[src/rtl/mux_n_to_1_seq.sv]
// N:1 multiplexer with a registered, flow-controlled output stage.
// Manual (SEL) or round-robin (scan pointer) channel selection.

// Per-channel request qualifier: channel is a candidate in the upper
// half of the round-robin search (at or above the scan pointer).
module mux_n_to_1_seq_lane #(
  parameter int SELW = 2,
  parameter int IDX  = 0
) (
  input  logic [SELW-1:0] ptr,
  input  logic            valid,
  output logic            req_hi
);
  assign req_hi = valid && (SELW'(IDX) >= ptr);
endmodule

module mux_n_to_1_seq #(
  parameter  int N    = 4,
  parameter  int W    = 1,
  localparam int SELW = $clog2(N)
) (
  input  logic            CLK,
  input  logic            RST,
  input  logic [N*W-1:0]  I,
  input  logic [N-1:0]    I_VALID,
  input  logic [SELW-1:0] SEL,
  input  logic            MODE,
  input  logic            OUT_READY,
  output logic [W-1:0]    OUT,
  output logic            OUT_VALID,
  output logic [SELW-1:0] OUT_CH
);

  logic [SELW-1:0] ptr, ptr_nxt;
  logic [N-1:0]    req_hi;
  logic            hi_found, any_found, sel_ok, grant, load;
  logic [SELW-1:0] hi_idx, any_idx, auto_idx, gidx;
  logic [W-1:0]    gdata;

  for (genvar g = 0; g < N; g++) begin : g_lane
    mux_n_to_1_seq_lane #(.SELW(SELW), .IDX(g)) u_lane (
      .ptr    (ptr),
      .valid  (I_VALID[g]),
      .req_hi (req_hi[g])
    );
  end

  assign load = !OUT_VALID || OUT_READY;

  always_comb begin
    hi_found  = 1'b0;
    any_found = 1'b0;
    hi_idx    = '0;
    any_idx   = '0;
    sel_ok    = 1'b0;
    gdata     = '0;
    // Descending scan so the lowest-numbered match wins.
    for (int k = N - 1; k >= 0; k--) begin
      if (req_hi[k]) begin
        hi_found = 1'b1;
        hi_idx   = SELW'(k);
      end
      if (I_VALID[k]) begin
        any_found = 1'b1;
        any_idx   = SELW'(k);
      end
    end
    // Nothing at/after ptr means the search wrapped to the lowest valid.
    auto_idx = hi_found ? hi_idx : any_idx;

    // SEL values >= N never match a channel, so they read as invalid.
    for (int k = 0; k < N; k++)
      if (SEL == SELW'(k) && I_VALID[k]) sel_ok = 1'b1;

    grant = MODE ? any_found : sel_ok;
    gidx  = MODE ? auto_idx : SEL;

    for (int k = 0; k < N; k++)
      if (gidx == SELW'(k)) gdata = I[k*W +: W];

    ptr_nxt = ptr;
    if (MODE && any_found)
      ptr_nxt = (auto_idx == SELW'(N - 1)) ? '0 : auto_idx + SELW'(1);
  end

  always_ff @(posedge CLK) begin
    if (RST) begin
      OUT       <= '0;
      OUT_VALID <= 1'b0;
      OUT_CH    <= '0;
      ptr       <= '0;
    end else if (load) begin
      OUT_VALID <= grant;
      ptr       <= ptr_nxt;
      if (grant) begin
        OUT    <= gdata;
        OUT_CH <= gidx;
      end
    end
  end

endmodule

[config.mk]
export PLATFORM = sky130hd
export DESIGN_NAME = mux_n_to_1_seq
export DESIGN_NICKNAME = d
export VERILOG_FILES = /design/src/rtl/mux_n_to_1_seq.sv
export SDC_FILE = /design/constraint.sdc
export NUM_CORES = 1
export LEC_CHECK = 0
export ABC_CLOCK_PERIOD_IN_PS = 2100
export CAP_MARGIN = 20
export CORE_AREA = 4 4 41 43
export DETAILED_ROUTE_END_ITERATION = 10
export DIE_AREA = 0 0 45 47
export PLACE_DENSITY = 0.69
export SLEW_MARGIN = 15
export SYNTH_ARGS = -nofsm -noshare
export SYNTH_HDL_FRONTEND = slang
export SYNTH_HIERARCHICAL = 1
export SYNTH_SLANG_ARGS = --single-unit
[constraint.sdc]
create_clock -name CLK -period 2.1 [get_ports CLK]
set_clock_uncertainty 0.15 [all_clocks]
set_input_delay 0.42 -clock CLK [delete_from_list [all_inputs] [get_ports CLK]]
set_output_delay 0.42 -clock CLK [all_outputs]
set_load 0.005 [all_outputs]
==> flow_metrics.py <==
metrics = {
    "worst_setup_path": {
        "worstPathRequired_ns": 2.12,
        "rrSetupSlack_ns": 0.25,
        "startpoint_type": "input port",
        "critPathLaunch": "I_VALID[1]",
        "path_max_fanout": 6,
        "critPathCapture": "OUT$_SDFFE_PP0P_",
        "crit_arrival_ns": 2.06,
        "crit_type": "input port to register",
        "r2r_cells": 7,
        "r2r-start": "ptr[1]$_SDFFE_PP0P_",
        "end_kind": "register",
        "r2r-end": "OUT$_SDFFE_PP0P_",
    },
    "route": {
        "drc": 0,
        "top_layer_used": "met4",
        "met3_length_um": 65,
        "avgRoutedWirePerCell_um": 12.46,
        "postRouteAntennaNets": 0,
        "dr_total_vias": 521,
        "wl_mm": 1.184,
        "routed-wl-met2_um": 586,
        "drt-initial-drc-count": 10,
        "firstDrtPassIters": 4,
        "via_per_inst": 5.484,
        "wl_met1_um": 522,
    },
    "place": {
        "post-place-ws_ns": -0.2585,
        "dp_hpwl_um": 943.3,
        "gp_congestion": 0.8315,
        "portBuffers": 17,
        "place.detailed.instances": 91,
        "post_dp_cell_area_um2": 711.9,
    },
    "global_routing": {
        "grt-ovfl-total": 0,
        "grt_pass1_vias": 450,
        "grt_pass1_wl_mm": 1.890,
        "grt_start_max_net_pins": 8,
        "grt_antenna_before_repair": 0,
        "track_usage": 0.1253,
    },
    "pwr": {
        "total_power_uw": 401.7,
        "ir_worst_vdd_uv": 332.5,
        "p_per_area_nw_per_um2": 522.1,
        "power_leakage_nw": 0.3172,
    },
    "synth": {
        "synth-edff-count": 0,
        "synth-simple-area-share": 0.2900,
        "synth-seq-cells": 6,
        "synth.cell_area_um2": 500.5,
        "seq_area_frac_synth": 0.2400,
        "yosysUniqueCellTypes": 33,
        "synthCells": 55,
        "ys.flop_type": "dfxtp_1",
        "syn_nets": 69,
        "synth_top_family_by_area": "compound AO/OA/AOI/OAI gates",
        "synth_fa_ha_area_frac": 0,
        "synth_mux_area_frac": 0.1000,
        "synthXorXnorAreaFrac": 0,
        "async_flop_share": 0,
        "ys_warn_count": 6,
        "synth_compound_area_frac": 0.3175,
        "syn_area_per_cell_um2": 9.100,
    },
    "sta": {
        "fmax_ghz": 0.4913,
        "period_needed_ns": 2.035,
        "slew_headroom": 0.7643,
        "worst_pin_slew_ns": 0.3512,
        "worst_slack_ns": 0.06463,
        "hold_violations": 0,
        "period_share": 0.9692,
        "report.final.slew_viol_count": 0,
        "setup_tns_ns": 0,
        "hold_ws_ns": 0.3405,
        "setup_viol": 0,
    },
    "layout": {
        "final_layout_size_suffix_gt1_frac": 0.2750,
        "diodes": 0,
        "syn_to_final_growth_pct": 53.75,
        "layout_commonest_cell": "clkdlybuf4s50_1",
        "fin_area_um2": 769.5,
        "final_nets": 96,
        "final_cell_mix": "14 x clkdlybuf4s50_1, 7 x buf_4, 6 x dfxtp_1, 6 x nor2_1",
        "layoutNonFillerInstCount": 95,
        "utilization": 0.5913,
    },
    "die": {
        "ios": 18,
        "dieWidth_um": 45,
        "core_um2": 1301,
        "die_area_um2": 2115,
        "die_h_um": 47,
        "initial_core_util": 0.3846,
        "num_rows": 13,
    },
    "clocking": {
        "clock_path_buffers": 2,
        "cts-root-buf": "clkbuf_4",
        "cts.sinks": 6,
        "cts.clk_slew.worst_paths_ns": 0.04,
        "ctsHoldBuffers": 0,
        "cts_tree": "yes",
        "cts_max_level": 1,
        "clk_latency_ns": 0.24,
        "cts_inserted_buffers": 3,
    },
    "min_path": {
        "hold_class": "register to register",
    },
    "run": {
        "maxCapViolations": 0,
    },
    "outcome": {
        "outcome": "complete, no violations",
    },
}
==> synth_stat cells, drive strengths merged, types with 2 or more instances <==
cell type,number,share of area
nand2,2,0.015
nor3,2,0.020
nor2,6,0.045
o21ai,2,0.020
a31oi,2,0.025
o211ai,3,0.045
o311a,2,0.040
buf,2,0.045
nor3b,3,0.055
dfxtp,6,0.24
a21oi,3,0.038
o21a,3,0.045
mux2i,2,0.047
nand2b,2,0.040
nor2b,3,0.052
==> state kept, by name, indices dropped and copies added, names as in the netlist <==
register / cells
ptr: 2
OUT: 1
OUT_VALID: 1
OUT_CH: 2
==> routing by layer <==
metal,vias up,global-route usage
li1,266,-
met1,243,0.1494
met2,10,0.2034
met3,2,0.05747
met4,0,0.03509
met5,-,0
==> repair_timing <==
action / 4_1_cts / 5_1_grt
buffers inserted: 0 / 1
gates resized for setup: 1 / 9
pin swaps: 0 / 1
setup endpoints to repair: 1 / 4
==> worst min path at each step <==
| stage | depth (start not counted) | start | slack (ns) | to |
|---|---|---|---|---|
| 6_report | 2 | OUT_CH[1]$_SDFFE_PP0P_ | 0.34 | OUT_CH[1]$_SDFFE_PP0P_ |
| 5_1_grt | 2 | OUT_CH[0]$_SDFFE_PP0P_ | 0.37 | OUT_CH[0]$_SDFFE_PP0P_ |
| 4_1_cts | 2 | OUT_CH[1]$_SDFFE_PP0P_ | 0.35 | OUT_CH[1]$_SDFFE_PP0P_ |
| 3_5_place_dp | 2 | OUT_CH[0]$_SDFFE_PP0P_ | 0.34 | OUT_CH[0]$_SDFFE_PP0P_ |
| 3_3_place_gp | 2 | OUT_CH[0]$_SDFFE_PP0P_ | 0.33 | OUT_CH[0]$_SDFFE_PP0P_ |
| 2_1_floorplan | 2 | ptr[0]$_SDFFE_PP0P_ | 0.32 | ptr[0]$_SDFFE_PP0P_ |
==> layout make-up <==
cell class,instances,area (µm²)
inverters,1,3.754
fillers,119,531.8
multi-input cells,46,374.1
flip-flops and latches,6,120.1
repair buffers,24,230.2
clock buffers,3,22.52
well taps,15,18.77
==> logic make-up (layout without fill, tap and decap cells) <==
family	Yosys count	in the layout
buf+inv	3	28
compound gates	21	21
mux	3	3
flops	6	6
simple gates	22	22
==> power by group <==
| part | total, mW | leakage [nW] | switching (mW) | internal [mW] |
|---|---|---|---|---|
| Sequential | 0.139 | 0.0497 | 0.0126 | 0.126 |
| Combinational | 0.157 | 0.254 | 0.0617 | 0.0955 |
| Clock | 0.106 | 0.0138 | 0.0409 | 0.0646 |
==> worst max-delay path, stage by stage <==
cell	delay (ns)
clkdlybuf4s50_1	0.50
or4_4	0.53
mux2i_2	0.20
a21oi_2	0.10
nand2b_4	0.15
a31oi_1	0.14
Note: power is estimated with default switching activity, not from simulation.
==> RTL change (config.mk and constraints unchanged) <==
Set the parameter `N` to 2 (it was 4).
--- a/src/rtl/mux_n_to_1_seq.sv
+++ b/src/rtl/mux_n_to_1_seq.sv
@@ -16,5 +16,5 @@
 
 module mux_n_to_1_seq #(
-  parameter  int N    = 4,
+  parameter  int N    = 2,
   parameter  int W    = 1,
   localparam int SELW = $clog2(N)
Ports: changed (resized I, I_VALID, OUT_CH and SEL); port bits go from 18 to 12. The function was not compared with the original's and may differ.
==> RTL change against the original RTL <==
  * Final area down 48%
  * Fmax grew 12%
  * Non-clock buffer count is 12 lower
  * Clock power is 8% lower
  * Sequential cell count shrank 2
  * Synthesized area is 50% lower
  * Combinational power fell by 58%
  * Worst hold slack improved by 0.010 ns
  * Power down 37%
  * First-iteration DRC count is 50% lower
  * Wire length decreased by 52%
  * Worst setup slack better by 0.22 ns
==> RTL change: results (changes against the original RTL) <==
- First-pass GRT wire length: 1.00 mm (was 1.89 mm)
- Root Buffer: clkbuf_4 (unchanged)
- Status: finished clean (unchanged)
- Mapped Nets: 36 (was 69)
- Post-Place Cells: 53 (was 91)
- Crit path max-delay family: buffers and inverters (was simple AND/OR/NAND/NOR gates)
- Port Buffers: 11 (was 17)
- Post-DP HPWL: 424 um (was 943 um)
- Antenna violations before repair: 0 (unchanged)
- Post-placement setup slack: 0.0352 ns (was -0.259 ns)
- Sequential share of the synthesized area: 32.0% (was 24.0%)
- Layout Nets: 52 (was 96)
- CTS buffer count: 3 (unchanged)
- Fraction of layout cells with a size suffix above 1: 19.5% (was 27.5%)
- Async SR Flop Fraction: 0% (unchanged)
- Power density over the cells: 625 nW/um2 (was 522 nW/um2)
- Hold Path Class: reg -> reg (unchanged)
- Netlist cell types: 16 (was 33)
- Ys flop type: dfxtp_1 (unchanged)
- Synth warn: 6 (unchanged)
- H-tree level count: 1 (unchanged)
- Post-Synth XOR/XNOR Area: 0% (unchanged)
- CTS max path bufs: 2 (unchanged)
- Crit path max fanout: 8 (was 6)
- Final wirelength: 567 um (was 1.18 mm)
- Reg2Reg Depth: 4 (was 7)
- Number of global-route vias before repair: 243 (was 450)
- Hold Path Depth: 2 (unchanged)
- Syn Area/Cell: 9.27 um2 (was 9.10 um2)
- VDD IR max: 0.212 mV (was 0.333 mV)
- Via density: 4.48 (was 5.48)
- GRT Overall Usage: 7.02% (was 12.5%)
- Ant. Diodes: 0 (unchanged)
- Actual slew at the worst max-slew pin: 0.278 ns (was 0.351 ns)
- P_leak: 0.000156 uW (was 0.000317 uW)
- Post-cts resize count: 0 (was 1)
- Clk pin slew, worst setup/hold paths: 0.04 ns (about the same)
- Largest net degree at the start of global routing: 9 (was 8)
- Area after DPL: 379 um2 (was 712 um2)
- Mux contribution to synthesized area: 12.5% (was 10.0%)
- Pre-Repair DR Iteration Count: 4 (unchanged)
- Post-synth top cells: dfxtp_1 (4), a21oi_1 (3), nand2b_1 (3), nor2_1 (3) (was dfxtp_1 (6), nor2_1 (6), o211ai_1 (3), o21a_1 (3))
- Fin cells: 56 (was 95)
- Clock latency on the worst-skew pair: 0.24 ns (about the same)
- Post-CTS setup buffer count: 0 (unchanged)
- Filler cells: 154 (was 119)
- Crit-path slowest cell: clkdlybuf4s50_1 (was or4_4)
- Top post-synthesis cells by area: dfxtp_1 (32%), mux2i_1 (8.0%), nand2b_1 (7.5%) (was dfxtp_1 (24%), mux4_1 (5.3%), nor2_1 (4.5%))
- Adder-cell share of the synthesized area: 0% (unchanged)
- Final Wtd Congestion: 0.570 (was 0.832)
- DR iter-0 viols: 5 (was 10)
- Crit-path max cell delay: 0.60 ns (was 0.53 ns)
- Complex-gate fraction of the synthesized area: 28.5% (was 31.7%)
-- RTL change: final timing paths --
path / from / endpoint / slack (ns)
worst min-delay path: OUT / OUT / 0.35
worst max-delay path: I_VALID[1] / OUT / 0.29
worst max register to register: ptr / OUT / 0.76
worst min register to register: OUT / OUT / 0.35
-- RTL change: layout make-up --
| type | instances | share of cell area [%] |
|---|---|---|
| Timing Repair Buffer | 12 | 29.3 |
| Multi-Input combinational cell | 21 | 39.6 |
| Sequential cell | 4 | 19.9 |
| Tap cell | 15 | 4.67 |
| Clock buffer | 3 | 5.61 |
| Inverter | 1 | 0.935 |
-- RTL change: power by group --
part / total, uW / internal [uW] / switching, uW
Sequential: 87.8 / 83.6 / 4.16
Clock: 97.5 / 64.1 / 33.4
Combinational: 65.9 / 41.6 / 24.3
-- RTL change: metal layers --
metal	global-route usage, %	routed length, um	share of wire (%)	up-vias
met5	0	0	0	-
met3	2.30	78	14	2
met1	8.84	273	48	107
met4	8.77	13	2.3	0
li1	-	-	-	128
met2	8.19	202	36	14
